**src/rtl/pipeline_hazard_ctrl_pkg.sv**
```systemverilog
// rtl/pipeline_hazard_ctrl_pkg.sv - shared types and constants for the hazard controller
// Purpose: FSM state encoding, forwarding-select codes and the forwarding priority helper.
// Ports:   none (package).
package pipeline_hazard_ctrl_pkg;

  typedef enum logic [1:0] {
    ST_RUN    = 2'b00,
    ST_DRAIN  = 2'b01,
    ST_HALTED = 2'b10
  } state_e;

  localparam logic [1:0] FWD_REG = 2'b00;
  localparam logic [1:0] FWD_MEM = 2'b10;
  localparam logic [1:0] FWD_WB  = 2'b01;

  // MEM holds the younger result, so it wins over WB.
  function automatic logic [1:0] fwd_sel(input logic mem_hit, input logic wb_hit);
    if (mem_hit)     return FWD_MEM;
    else if (wb_hit) return FWD_WB;
    else             return FWD_REG;
  endfunction

endpackage

```
**src/rtl/pipeline_hazard_ctrl_sat_counter.sv**
```systemverilog
// rtl/pipeline_hazard_ctrl_sat_counter.sv - saturating up-counter with synchronous clear
// Purpose: event counter that holds at all-ones instead of wrapping.
// Ports:   clk_i clock, clr_i synchronous clear (wins over inc_i),
//          inc_i count enable, cnt_o current count.
module pipeline_hazard_ctrl_sat_counter #(
  parameter int CNT_W = 16
) (
  input  logic             clk_i,
  input  logic             clr_i,
  input  logic             inc_i,
  output logic [CNT_W-1:0] cnt_o
);

  logic [CNT_W-1:0] cnt_q;
  logic [CNT_W-1:0] cnt_d;

  always_comb begin
    cnt_d = cnt_q;
    if (clr_i)                    cnt_d = '0;
    else if (inc_i && !(&cnt_q))  cnt_d = cnt_q + 1'b1;
  end

  always_ff @(posedge clk_i) begin
    cnt_q <= cnt_d;
  end

  assign cnt_o = cnt_q;

endmodule

```
**src/rtl/pipeline_hazard_ctrl.sv**
```systemverilog
// rtl/pipeline_hazard_ctrl.sv - stall/flush/forward sequencer for the 5-stage core
// Purpose: load-use stall, EX mispredict redirect, EX operand forwarding and a
//          debug halt/drain FSM (RUN -> DRAIN -> HALTED -> RUN), plus saturating
//          mispredict and load-use counters.
// Ports:   clk_i, reset_ni (synchronous, active-low);
//          rs1_d_i/rs2_d_i ID sources; rs1_e_i/rs2_e_i/rd_e_i/mem_read_e_i EX;
//          rd_m_i/reg_write_m_i MEM; rd_w_i/reg_write_w_i WB;
//          branch_e_i/jump_e_i/pred_taken_e_i/actual_taken_e_i/target_e_i/pc_next_e_i
//          branch resolution; halt_req_i/resume_req_i debug levels;
//          stall_f_o/stall_d_o/flush_d_o/flush_e_o pipeline control;
//          redirect_valid_o/redirect_pc_o fetch redirect; forward_a_e_o/forward_b_e_o;
//          halt_ack_o; mispredict_cnt_o/loaduse_cnt_o.
module pipeline_hazard_ctrl
  import pipeline_hazard_ctrl_pkg::*;
#(
  parameter int ADDR_W       = 5,
  parameter int REG_W        = 5,
  parameter int DRAIN_CYCLES = 3,
  parameter int CNT_W        = 16
) (
  input  logic              clk_i,
  input  logic              reset_ni,
  input  logic [REG_W-1:0]  rs1_d_i,
  input  logic [REG_W-1:0]  rs2_d_i,
  input  logic [REG_W-1:0]  rs1_e_i,
  input  logic [REG_W-1:0]  rs2_e_i,
  input  logic [REG_W-1:0]  rd_e_i,
  input  logic              mem_read_e_i,
  input  logic [REG_W-1:0]  rd_m_i,
  input  logic              reg_write_m_i,
  input  logic [REG_W-1:0]  rd_w_i,
  input  logic              reg_write_w_i,
  input  logic              branch_e_i,
  input  logic              jump_e_i,
  input  logic              pred_taken_e_i,
  input  logic              actual_taken_e_i,
  input  logic [ADDR_W-1:0] target_e_i,
  input  logic [ADDR_W-1:0] pc_next_e_i,
  input  logic              halt_req_i,
  input  logic              resume_req_i,
  output logic              stall_f_o,
  output logic              stall_d_o,
  output logic              flush_d_o,
  output logic              flush_e_o,
  output logic              redirect_valid_o,
  output logic [ADDR_W-1:0] redirect_pc_o,
  output logic [1:0]        forward_a_e_o,
  output logic [1:0]        forward_b_e_o,
  output logic              halt_ack_o,
  output logic [CNT_W-1:0]  mispredict_cnt_o,
  output logic [CNT_W-1:0]  loaduse_cnt_o
);

  localparam int DCW = $clog2(DRAIN_CYCLES + 1);
  localparam logic [DCW-1:0] DRAIN_LAST = DCW'(DRAIN_CYCLES - 1);

  state_e         state_q, state_d;
  logic [DCW-1:0] drain_cnt_q, drain_cnt_d;

  logic mispredict;
  logic load_use;
  logic lu_inc;
  logic mis_inc;

  assign mispredict = (branch_e_i & (pred_taken_e_i ^ actual_taken_e_i)) |
                      (jump_e_i & ~pred_taken_e_i);

  assign load_use = mem_read_e_i && (rd_e_i != '0) &&
                    ((rd_e_i == rs1_d_i) || (rd_e_i == rs2_d_i));

  // A mispredict makes the ID instruction wrong-path, so the load-use stall is dropped.
  assign lu_inc  = reset_ni && (state_q == ST_RUN) && load_use && !mispredict;
  assign mis_inc = reset_ni && mispredict;

  // State register
  always_ff @(posedge clk_i) begin
    if (!reset_ni) begin
      state_q     <= ST_RUN;
      drain_cnt_q <= '0;
    end else begin
      state_q     <= state_d;
      drain_cnt_q <= drain_cnt_d;
    end
  end

  // Next-state logic
  always_comb begin
    state_d     = state_q;
    drain_cnt_d = drain_cnt_q;
    unique case (state_q)
      ST_RUN: begin
        if (halt_req_i) begin
          state_d     = ST_DRAIN;
          drain_cnt_d = '0;
        end
      end
      ST_DRAIN: begin
        // A redirect refills the front end, so the drain has to start over.
        if (mispredict) begin
          drain_cnt_d = '0;
        end else if (drain_cnt_q == DRAIN_LAST) begin
          state_d     = ST_HALTED;
          drain_cnt_d = '0;
        end else begin
          drain_cnt_d = drain_cnt_q + 1'b1;
        end
      end
      ST_HALTED: begin
        if (resume_req_i) state_d = ST_RUN;
      end
      default: begin
        state_d     = ST_RUN;
        drain_cnt_d = '0;
      end
    endcase
  end

  // Output logic
  always_comb begin
    stall_f_o        = 1'b0;
    stall_d_o        = 1'b0;
    flush_d_o        = 1'b0;
    flush_e_o        = 1'b0;
    redirect_valid_o = 1'b0;
    forward_a_e_o    = FWD_REG;
    forward_b_e_o    = FWD_REG;
    redirect_pc_o    = (actual_taken_e_i | jump_e_i) ? target_e_i : pc_next_e_i;

    if (!reset_ni) begin
      flush_d_o = 1'b1;
      flush_e_o = 1'b1;
    end else begin
      forward_a_e_o = fwd_sel(reg_write_m_i && (rd_m_i != '0) && (rd_m_i == rs1_e_i),
                              reg_write_w_i && (rd_w_i != '0) && (rd_w_i == rs1_e_i));
      forward_b_e_o = fwd_sel(reg_write_m_i && (rd_m_i != '0) && (rd_m_i == rs2_e_i),
                              reg_write_w_i && (rd_w_i != '0) && (rd_w_i == rs2_e_i));

      if (mispredict) begin
        redirect_valid_o = 1'b1;
        flush_d_o        = 1'b1;
        flush_e_o        = 1'b1;
      end

      unique case (state_q)
        ST_RUN: begin
          if (load_use && !mispredict) begin
            stall_f_o = 1'b1;
            stall_d_o = 1'b1;
            flush_e_o = 1'b1;
          end
        end
        ST_DRAIN, ST_HALTED: begin
          // Hold IF/ID and keep feeding bubbles; redirect_valid overrides stall_f at the PC.
          stall_f_o = 1'b1;
          stall_d_o = 1'b1;
          flush_e_o = 1'b1;
        end
        default: ;
      endcase
    end
  end

  assign halt_ack_o = (state_q == ST_HALTED);

  pipeline_hazard_ctrl_sat_counter #(.CNT_W(CNT_W)) u_mis_cnt (
    .clk_i (clk_i),
    .clr_i (~reset_ni),
    .inc_i (mis_inc),
    .cnt_o (mispredict_cnt_o)
  );

  pipeline_hazard_ctrl_sat_counter #(.CNT_W(CNT_W)) u_lu_cnt (
    .clk_i (clk_i),
    .clr_i (~reset_ni),
    .inc_i (lu_inc),
    .cnt_o (loaduse_cnt_o)
  );

endmodule

```
**config.mk**
```make
export PLATFORM = sky130hd
export DESIGN_NAME = pipeline_hazard_ctrl
export DESIGN_NICKNAME = d
export VERILOG_FILES = /design/src/rtl/pipeline_hazard_ctrl_pkg.sv /design/src/rtl/pipeline_hazard_ctrl_sat_counter.sv /design/src/rtl/pipeline_hazard_ctrl.sv
export SDC_FILE = /design/constraint.sdc
export NUM_CORES = 1
export LEC_CHECK = 0
export CORE_UTILIZATION = 42
export CTS_CLUSTER_DIAMETER = 100
export DETAILED_ROUTE_END_ITERATION = 8
export GPL_TIMING_DRIVEN = 0
export PLACE_DENSITY_LB_ADDON = 0.15
export SYNTH_ARGS = -nofsm -noshare
export SYNTH_HDL_FRONTEND = slang
export SYNTH_SLANG_ARGS = --single-unit
```
**constraint.sdc**
```tcl
create_clock -name clk_i -period 2.2 [get_ports clk_i]
set_input_delay 0.33 -clock clk_i [delete_from_list [all_inputs] [get_ports clk_i]]
set_output_delay 0.33 -clock clk_i [all_outputs]
set_load 0.005 [all_outputs]
```
# --- Word level (Yosys, flattened, before mapping) ---
# Cells that the tools add are included.
classes:
  add_sub_neg: 3
  mul: 0
  div_mod_pow: 0
  order_cmp: 0
  eq_ne: 13
  shift: 0
  mux: 25
  bitwise: 7
  reduce_logical: 28
op_table:
  columns: ["op", "count"]
  rows:
  - ["$add 16x1->16 const B", 2]
  - ["$reduce_and 16->1", 2]
  - ["$eq 5x5->1", 6]
  - ["$mux 2", 11]
  - ["$logic_and 1x1->1", 15]
  - ["$reduce_bool 5->1", 3]
  - ["$pmux 2 s3", 2]
  - ["$mux 1", 9]
  - ["$ne 2x2->1 const B", 4]
  - ["$mux 5", 1]
  - ["$eq 2x2->1 const B", 2]
  - ["$pmux 1 s2", 2]
  - ["$reduce_and 4->1", 1]
  - ["$logic_not 1->1", 3]
  - ["$add 2x1->2 const B", 1]
  - ["$and 1x1->1", 2]
  - ["$eq 2x1->1 const B", 1]
  - ["$logic_not 2->1", 1]
  - ["$not 1->1", 2]
  - ["$or 1x1->1", 2]
  - ["$reduce_and 2->1", 1]
  - ["$reduce_or 2->1", 1]
  - ["$logic_or 1x1->1", 1]
  - ["$xor 1x1->1", 1]
totals:
  ff_bits: 36
  latch_bits: 0
  ram_bits: 0
  rom_bits: 0
  inputBits: 56
  output_inout_bits: 47
  wordCells: 80
  memories: 0

# --- Depth between registers and ports, before layout ---
# Gate-level depths: netlist of the first run.
depth:
  depth_word: 8
  mapped_depth: 8
  mapped_depth_nobuf: 8

# --- By module ---
# A second synthesis of the first run with hierarchy kept.
unflattened:
  cells_unflattened: 296
  hier_area_um2: 2496.1
modules_own_cells:
  columns: ["module", "instances", "cells_per_inst", "area_per_inst_um2", "seq_area_each_um2"]
  rows:
  - ["pipeline_hazard_ctrl_sat_counter", 2, 96, 833.3, 320.3]
  - ["pipeline_hazard_ctrl", 1, 104, 829.5, 80.1]

# --- Worst setup path after synthesis of the first run ---
# No wires, ideal clock.
synth_timing:
  kind: "register -> register"
  from: "register u_mis_cnt.cnt_q[0] (netlist: u_mis_cnt.cnt_o[0])"
  to: "register u_mis_cnt.cnt_q[4] (netlist: u_mis_cnt.cnt_o[4])"
  setup_time_ps: 72
  t_arrival_ps: 1765
  required_ps: 2128
  setup_slack_ps: 364
  path_stages_with_launch: 9
  n_path_buf: 1
  synth_period_minus_slack_ps: 1836
  cell_sequence: "dfxtp_1 -> ha_1 -> and2_1 -> and4_1 -> a311oi_1 -> buf_2 -> nand2_1 -> nor2_1 -> mux2i_1"
synth_between:
  elab_chain_len: 3
  word_cells_on_any_way: 4
  cone_classes: "add/sub (1); reduce/logical (3)"
synth_rtl:
  columns: ["element", "line", "text"]
  rows:
  - ["start: declaration", "pipeline_hazard_ctrl_sat_counter.sv:14", "logic [CNT_W-1:0] cnt_q;"]
  - ["start signal: assignment", "pipeline_hazard_ctrl_sat_counter.sv:24", "cnt_q <= cnt_d;"]
  - ["parallel branches: the longest is 3 deep, another holds $add 16x1->16", null, null]
# Several ways; the timed one is not identified.
# A chain may end at the register's enable or synchronous reset.

# --- Final worst setup path of the first run ---
layout_timing:
  from: "input port rd_e_i[2]"
  to: "output port stall_f_o"
layout_between:
  elab_chain_len: 7
  word_cells_on_any_way: 10
  cone_classes: "eq/ne (2); mux (3); reduce/logical (5)"
layout_rtl:
  columns: ["element", "line", "text"]
  rows:
  - ["start: declaration", "pipeline_hazard_ctrl.sv:27", "input logic [REG_W-1:0] rd_e_i,"]
  - ["$eq 5x5->1 / $reduce_bool 5->1 (equally long branches)", "pipeline_hazard_ctrl.sv:69, pipeline_hazard_ctrl.sv:68", null]
  - ["$logic_or 1x1->1 / $logic_and 1x1->1 (equally long branches)", "pipeline_hazard_ctrl.sv:69, pipeline_hazard_ctrl.sv:68", null]
  - ["$logic_and 1x1->1 (*)", "pipeline_hazard_ctrl.sv:68", "assign load_use = mem_read_e_i && (rd_e_i != '0) &&"]
  - ["$logic_and 1x1->1 (*)", "pipeline_hazard_ctrl.sv:146", "if (load_use && !mispredict) begin"]
  - ["$mux 1 (*)", "pipeline_hazard_ctrl.sv:146", null]
  - ["$pmux 1 s2 (*)", "pipeline_hazard_ctrl.sv:144", "unique case (state_q)"]
  - ["$mux 1 (*)", "pipeline_hazard_ctrl.sv:129", "if (!reset_ni) begin"]
  - ["end: declaration", "pipeline_hazard_ctrl.sv:41", "output logic stall_f_o,"]
# Every way passes the cells marked *; elsewhere a longest branch is shown, timed or not.

==> results.py, run 1 <==
metrics = {
    "status": {
        "outcome": "finished, final reports clean",
    },
    "critical_path": {
        "required_ps": 1870,
        "ff2ff_path_depth": 8,
        "arrival_ps": 1830,
        "cp-end-kind": "primary output",
        "worstPathMaxFanout": 3,
        "critPathKind": "in -> out",
        "startpoint_type": "primary input",
        "regToRegSetupSlack_ps": 190,
    },
    "timing": {
        "fin_tns_setup_ps": 0,
        "finalSetupViolations": 0,
        "hold_viol": 0,
        "worst_pin_slew_ps": 546.3,
        "drv_slew": 0,
        "fmax_ghz": 0.4639,
        "rsz0062_at_grt": "yes",
        "slew_headroom_pct": 63.58,
        "fin_crit_ps": 2155,
        "clock_skew_ps": 4.055,
        "fin_crit_sh_pct": 97.98,
    },
    "global_routing": {
        "grt_first_pass_wirelength_um": 10490,
        "antenna_found_initial": 0,
        "grt_max_degree": 12,
        "grt_pass1_vias": 2278,
        "grtUsageTotal_pct": 22.35,
        "grt-ovfl-total": 0,
    },
    "synth": {
        "yosys.area.top_type": "dfxtp_1",
        "synth_edf_count": 0,
        "synth_area_um2": 2325,
        "synth_flop_cell": "dfxtp_1",
        "yosysTopAreaCellShare_pct": 31.00,
        "ys_top_cells_by_area": "dfxtp_1, xor2_1, xnor2_1, nor2_1, ha_1",
        "ys_warn_count": 0,
        "ys_ff_latch": 36,
        "synth_cell_types": 48,
        "synth_nets": 334,
        "synth_cells": 272,
        "synth.avg_cell_area_um2": 8.547,
        "synth-seq-area-share_pct": 31.00,
        "async_flop_share_pct": 0,
    },
    "final_layout": {
        "final_common_cell": "clkdlybuf4s50_1",
        "final_cell_mix": "clkdlybuf4s50_1, dfxtp_1, xor2_1, nor2_1, xnor2_1",
        "fin_nets": 447,
        "area_growth_pct": 55.92,
        "finalCoreUtilization_pct": 69.64,
        "layout-drive-gt1-share_pct": 13.47,
        "diodes": 0,
        "fillers": 442,
    },
    "clock_network": {
        "clock_path_buffers": 2,
        "clock_latency_ps": 290,
        "htree_num_levels": 2,
        "cts_buffers": 5,
        "cts.clk_slew.worst_paths_ps": 70,
        "clockRootBuffer": "clkbuf_8",
        "cts_sinks": 36,
        "cts_tree": "yes",
    },
    "floorplanning": {
        "die_area_um2": 5837,
        "die_h_um": 76.40,
        "core_area_um2": 5205,
        "boundaryPins": 103,
        "die_width_um": 76.40,
        "initial_core_util_pct": 44.66,
        "rows": 26,
    },
    "drt": {
        "wl_um": 6356,
        "drc": 0,
        "vias_per_cell": 5.289,
        "via_count": 2412,
        "wl_per_cell_um": 13.94,
        "initialDrtViolationCount": 87,
        "drtPass1Iterations": 4,
        "detail-route-antenna-nets": 0,
    },
    "power_and_ir_drop": {
        "p_leak_nw": 1.386,
        "peakVddDrop_mv": 0.3682,
        "power_density_nw_per_um2": 517.7,
    },
    "worst_hold_path": {
        "hold_path_depth": 3,
        "hold_class": "in -> reg",
    },
    "place": {
        "numPortBuffers": 101,
        "gp_congestion": 0.8447,
        "dp_hpwl_um": 4716,
    },
    "flow_run": {
        "maxCapViolCount": 0,
    },
}
## worst paths after layout
check | to | start
hold / removal | u_lu_cnt.cnt_o[8] | reset_ni
setup reg to reg | u_lu_cnt.cnt_o[10] | state_q[0]
hold reg to reg | u_mis_cnt.cnt_o[4] | u_mis_cnt.cnt_o[4]
setup / recovery | stall_f_o | rd_e_i[2]
## area by class of cell
cell class	instances	area (um^2)	share of cell area (%)
Buffer	10	63.81	1.760
Clock buffer	6	72.57	2.002
Clock inverter	2	35.03	0.9665
Inverter	5	18.77	0.5178
Multi-Input combinational cell	221	1627	44.87
Sequential cell	36	720.7	19.88
Tap cell	70	87.58	2.416
Timing Repair Buffer	106	999.7	27.58
## Yosys cell counts, drive strengths merged (2+ instances only)
| cell | number |
|---|---|
| mux2i | 5 |
| nor2 | 28 |
| nor4 | 6 |
| a21oi | 10 |
| nand4 | 10 |
| nand3 | 12 |
| and2 | 7 |
| or4 | 7 |
| o311ai | 2 |
| and3 | 10 |
| xor2 | 26 |
| o21ai | 8 |
| nand2 | 21 |
| o211ai | 3 |
| buf | 5 |
| or3 | 3 |
| nand2b | 3 |
| dfxtp | 36 |
| inv | 5 |
| ha | 6 |
| o31ai | 4 |
| clkbuf | 5 |
| xnor2 | 20 |
| nand3b | 3 |
| mux2 | 5 |
| o41ai | 2 |
| nor3 | 2 |
| and4 | 4 |
## worst max-delay path, cell delays in order
cell      delay [ps]
buf_2            130
or3_1            380
o311a_4          390
a31oi_4          190
nor3_2            60
buf_4            140
buf_4            120
clkbuf_2         100
## report_power, final
group          switching (mW)  leakage [nW]  internal [mW]
Clock                   0.237        0.0552          0.336
Sequential             0.0234         0.290          0.674
Combinational           0.282          1.04          0.325
## sequential cells by signal (all words and copies together), names as in the netlist
signal / flops
u_mis_cnt.cnt_o: 16
drain_cnt_q: 2
u_lu_cnt.cnt_o: 16
state_q: 2
## cell families (layout without fill, tap and decap cells)
family                     count (synthesis)  in the layout  share of synthesized area (%)
xor gates and xnor gates                  46             46                          17.33
AOI/OAI and AO/OA                         39             39                          12.70
muxes                                     10             10                          4.575
DFF                                       36             36                          31.00
and+or+nand+nor                          120            120                          28.04
adders and majority gates                  6              6                          3.229
buffers and inverters                     15            129                          3.121
## stage by stage
stage                     power [mW]  setup WS, ps  instance area (um^2)  cells  hold WS [ps]
after CTS                      1.882        -125.1                  3598    456         428.7
after detailed placement       1.262        -696.2                  3423    443         482.7
after global placement         1.251        -666.8                  3423    443         470.5
after floorplan                1.003         363.7                  2325    272         466.6
final                          1.876         44.54                  3625    456         420.0
after global routing           1.987        -13.51                  3625    456         442.5
## repair_timing
item                       in CTS  in global routing
buffers inserted                5                  0
gates resized for setup        71                 11
gates cloned                    0                  0
setup endpoints to repair      13                 16
hold buffers                    0                  0
pin swaps                      14                  6
## routing by layer
metal | vias up | share of wire, % | global-route usage [%]
met5 | - | 0 | 0
met2 | 72 | 50 | 40.27
met4 | 0 | 1.5 | 7.500
li1 | 1209 | - | -
met1 | 1121 | 43 | 26.19
met3 | 10 | 4.8 | 4.431
Note: power is estimated with default switching activity, not from simulation.
==> run 2: changes to the inputs <==
--- a/constraint.sdc
+++ b/constraint.sdc
@@ -3,2 +3,2 @@
 set_output_delay 0.33 -clock clk_i [all_outputs]
-set_load 0.005 [all_outputs]
+set_load 0.1 [all_outputs]
==> run 2 against run 1 <==
Compared with the run above:
- sequential power rose by 0.7%
- final area is 6.2% higher
- routed wire length grew 7.2%
- hold slack worse by 45 ps
- total power is 21% higher
- clock-buffer cell count down 1
==> results.py, run 2 (synthesis gave the netlist of run 1 again) <==
metrics = {
    "timing": {
        "fin_crit_ps": 2160,
        "clock_skew_ps": 4.832,
        "rsz0062_at_grt": "yes",
        "fin_crit_sh_pct": 98.20,
        "drv_slew": 0,
        "finalSetupViolations": 0,
        "slew_headroom_pct": 32.89,
        "fmax_ghz": 0.4629,
        "fin_tns_setup_ps": 0,
        "setup_ws_ps": 39.65,
        "worst_pin_slew_ps": 1011,
        "hold_viol": 0,
    },
    "critical_path": {
        "arrival_ps": 1830,
        "r2r_end": "u_mis_cnt.cnt_o[4]",
        "startpoint_type": "primary input",
        "crit_chain": "dlygate4sd2_1, xnor2_2, nand3_2, o22ai_4, a31oi_4, nor3_4, buf_6, buf_12",
        "regToRegSetupSlack_ps": 170,
        "worstPathMaxFanout": 4,
        "slowest_stage": "dlygate4sd2_1",
        "ff2ff_path_depth": 8,
        "cp-end-kind": "primary output",
        "required_ps": 1870,
        "slowest_delay_ps": 300,
        "critPathKind": "in -> out",
        "regToRegStartpoint": "u_mis_cnt.cnt_o[0]",
    },
    "clock_network": {
        "clock_latency_ps": 290,
        "cts-hold-fix-buffers": 0,
        "clockRootBuffer": "clkbuf_8",
        "cts_sinks": 36,
        "htree_num_levels": 2,
        "cts_buffers": 5,
        "cts.clk_slew.worst_paths_ps": 80,
        "cts_tree": "yes",
        "clock_path_buffers": 2,
    },
    "worst_hold_path": {
        "min_from": "reset_ni",
        "holdPathEnd": "u_mis_cnt.cnt_o[1]",
        "hold_class": "in -> reg",
        "hold_path_depth": 3,
    },
    "place": {
        "numPortBuffers": 101,
        "gp_congestion": 0.8329,
        "dp_hpwl_um": 4813,
        "dp_slack_ps": -1319,
        "dp_cells": 443,
    },
    "power_and_ir_drop": {
        "p_clk_share_pct": 21.0,
        "p_int_mw": 1.339,
        "swShare_pct": 40.98,
        "power_density_nw_per_um2": 589.2,
        "p_leak_nw": 1.686,
        "p_switching_mw": 0.9299,
        "finalPower_mw": 2.269,
        "power_frac_comb_pct": 48.1,
        "pwr-share-seq_pct": 30.9,
        "peakVddDrop_mv": 0.9262,
    },
    "flow_run": {
        "maxCapViolCount": 0,
    },
    "global_routing": {
        "antenna_found_initial": 0,
        "grt_pass1_vias": 2352,
        "grt_max_degree": 13,
        "grt_first_pass_wirelength_um": 11060,
        "grtUsageTotal_pct": 23.31,
        "grt-ovfl-total": 0,
    },
    "status": {
        "outcome": "finished, final reports clean",
    },
    "floorplanning": {
        "core_area_um2": 5205,
        "die_h_um": 76.40,
        "die_width_um": 76.40,
        "initial_core_util_pct": 44.66,
        "boundaryPins": 103,
        "die_area_um2": 5837,
        "rows": 26,
    },
    "final_layout": {
        "diodes": 0,
        "instances_no_fill": 462,
        "layout-drive-gt1-share_pct": 28.32,
        "area_growth_pct": 65.66,
        "fin_nets": 453,
        "finalCoreUtilization_pct": 73.99,
        "final_common_cell": "clkdlybuf4s50_1",
        "final_cell_mix": "clkdlybuf4s50_1, xor2_1, nor2_1",
    },
    "drt": {
        "detail-route-antenna-nets": 0,
        "vias_per_cell": 5.312,
        "drc": 0,
        "wl_per_cell_um": 14.75,
        "drtPass1Iterations": 4,
        "wl_um": 6813,
        "initialDrtViolationCount": 96,
        "via_count": 2454,
    },
}
## run 2: final cells by class
type                       count  area, um^2
multi-input combinational    221        1738
inverter                       5       18.77
tap                           70       87.58
sequential                    36       744.5
timing repair buffer         112        1096
clock inverter                 3       18.77
clock buffer                   5       68.82
fill                         392        1354
buffer                        10       78.83
## run 2: what timing repair did
item	CTS	global route
resized for setup	152	52
setup buffers	6	5
setup endpoints to repair	19	26
pin swaps	13	21
## run 2: power by group through the flow
stage | sequential (mW) | clock, mW | combinational, mW
after CTS | 0.698 | 0.484 | 1.02
after detailed placement | 0.713 | 0 | 0.911
after global routing | 0.707 | 0.517 | 1.15
after global placement | 0.711 | 0 | 0.903
after floorplan | 0.733 | 0 | 0.634
final | 0.702 | 0.476 | 1.09
## run 2: metrics by stage
stage | hold slack, ps | cell area [um^2]
6_report | 375.5 | 3851
5_1_grt | 402.6 | 3851
4_1_cts | 370.4 | 3756
3_5_place_dp | 439.6 | 3541
3_3_place_gp | 432.4 | 3541
2_1_floorplan | 484.5 | 2442
## run 2: worst max-delay path, delay by kind of cell
| kind | cells | cell delay [ps] |
|---|---|---|
| and+or+nand+nor | 2 | 380 |
| xor gates and xnor gates | 1 | 150 |
| buffers and inverters | 3 | 610 |
| AOI/OAI and AO/OA | 2 | 360 |
## run 2: routing by layer
metal	wire, um	up-vias	global-route usage, %
li1	-	1217	-
met1	3006	1135	28.67
met2	3339	93	40.45
met3	406	9	5.030
met4	61	0	6.923
met5	0	-	0
## run 2: worst max-delay path by stage
| stage | from | endpoint | slack, ps | cells past startpoint |
|---|---|---|---|---|
| global placement | rd_e_i[0] | stall_f_o | -1310 | 8 |
| floorplan | rd_e_i[3] | flush_e_o | -560 | 5 |
| CTS | rd_m_i[4] | forward_b_e_o[0] | -40 | 6 |
| detailed placement | rd_e_i[0] | stall_f_o | -1320 | 8 |
| global route | rd_m_i[3] | forward_a_e_o[0] | -50 | 7 |
| finish | rd_e_i[3] | stall_d_o | 40 | 8 |
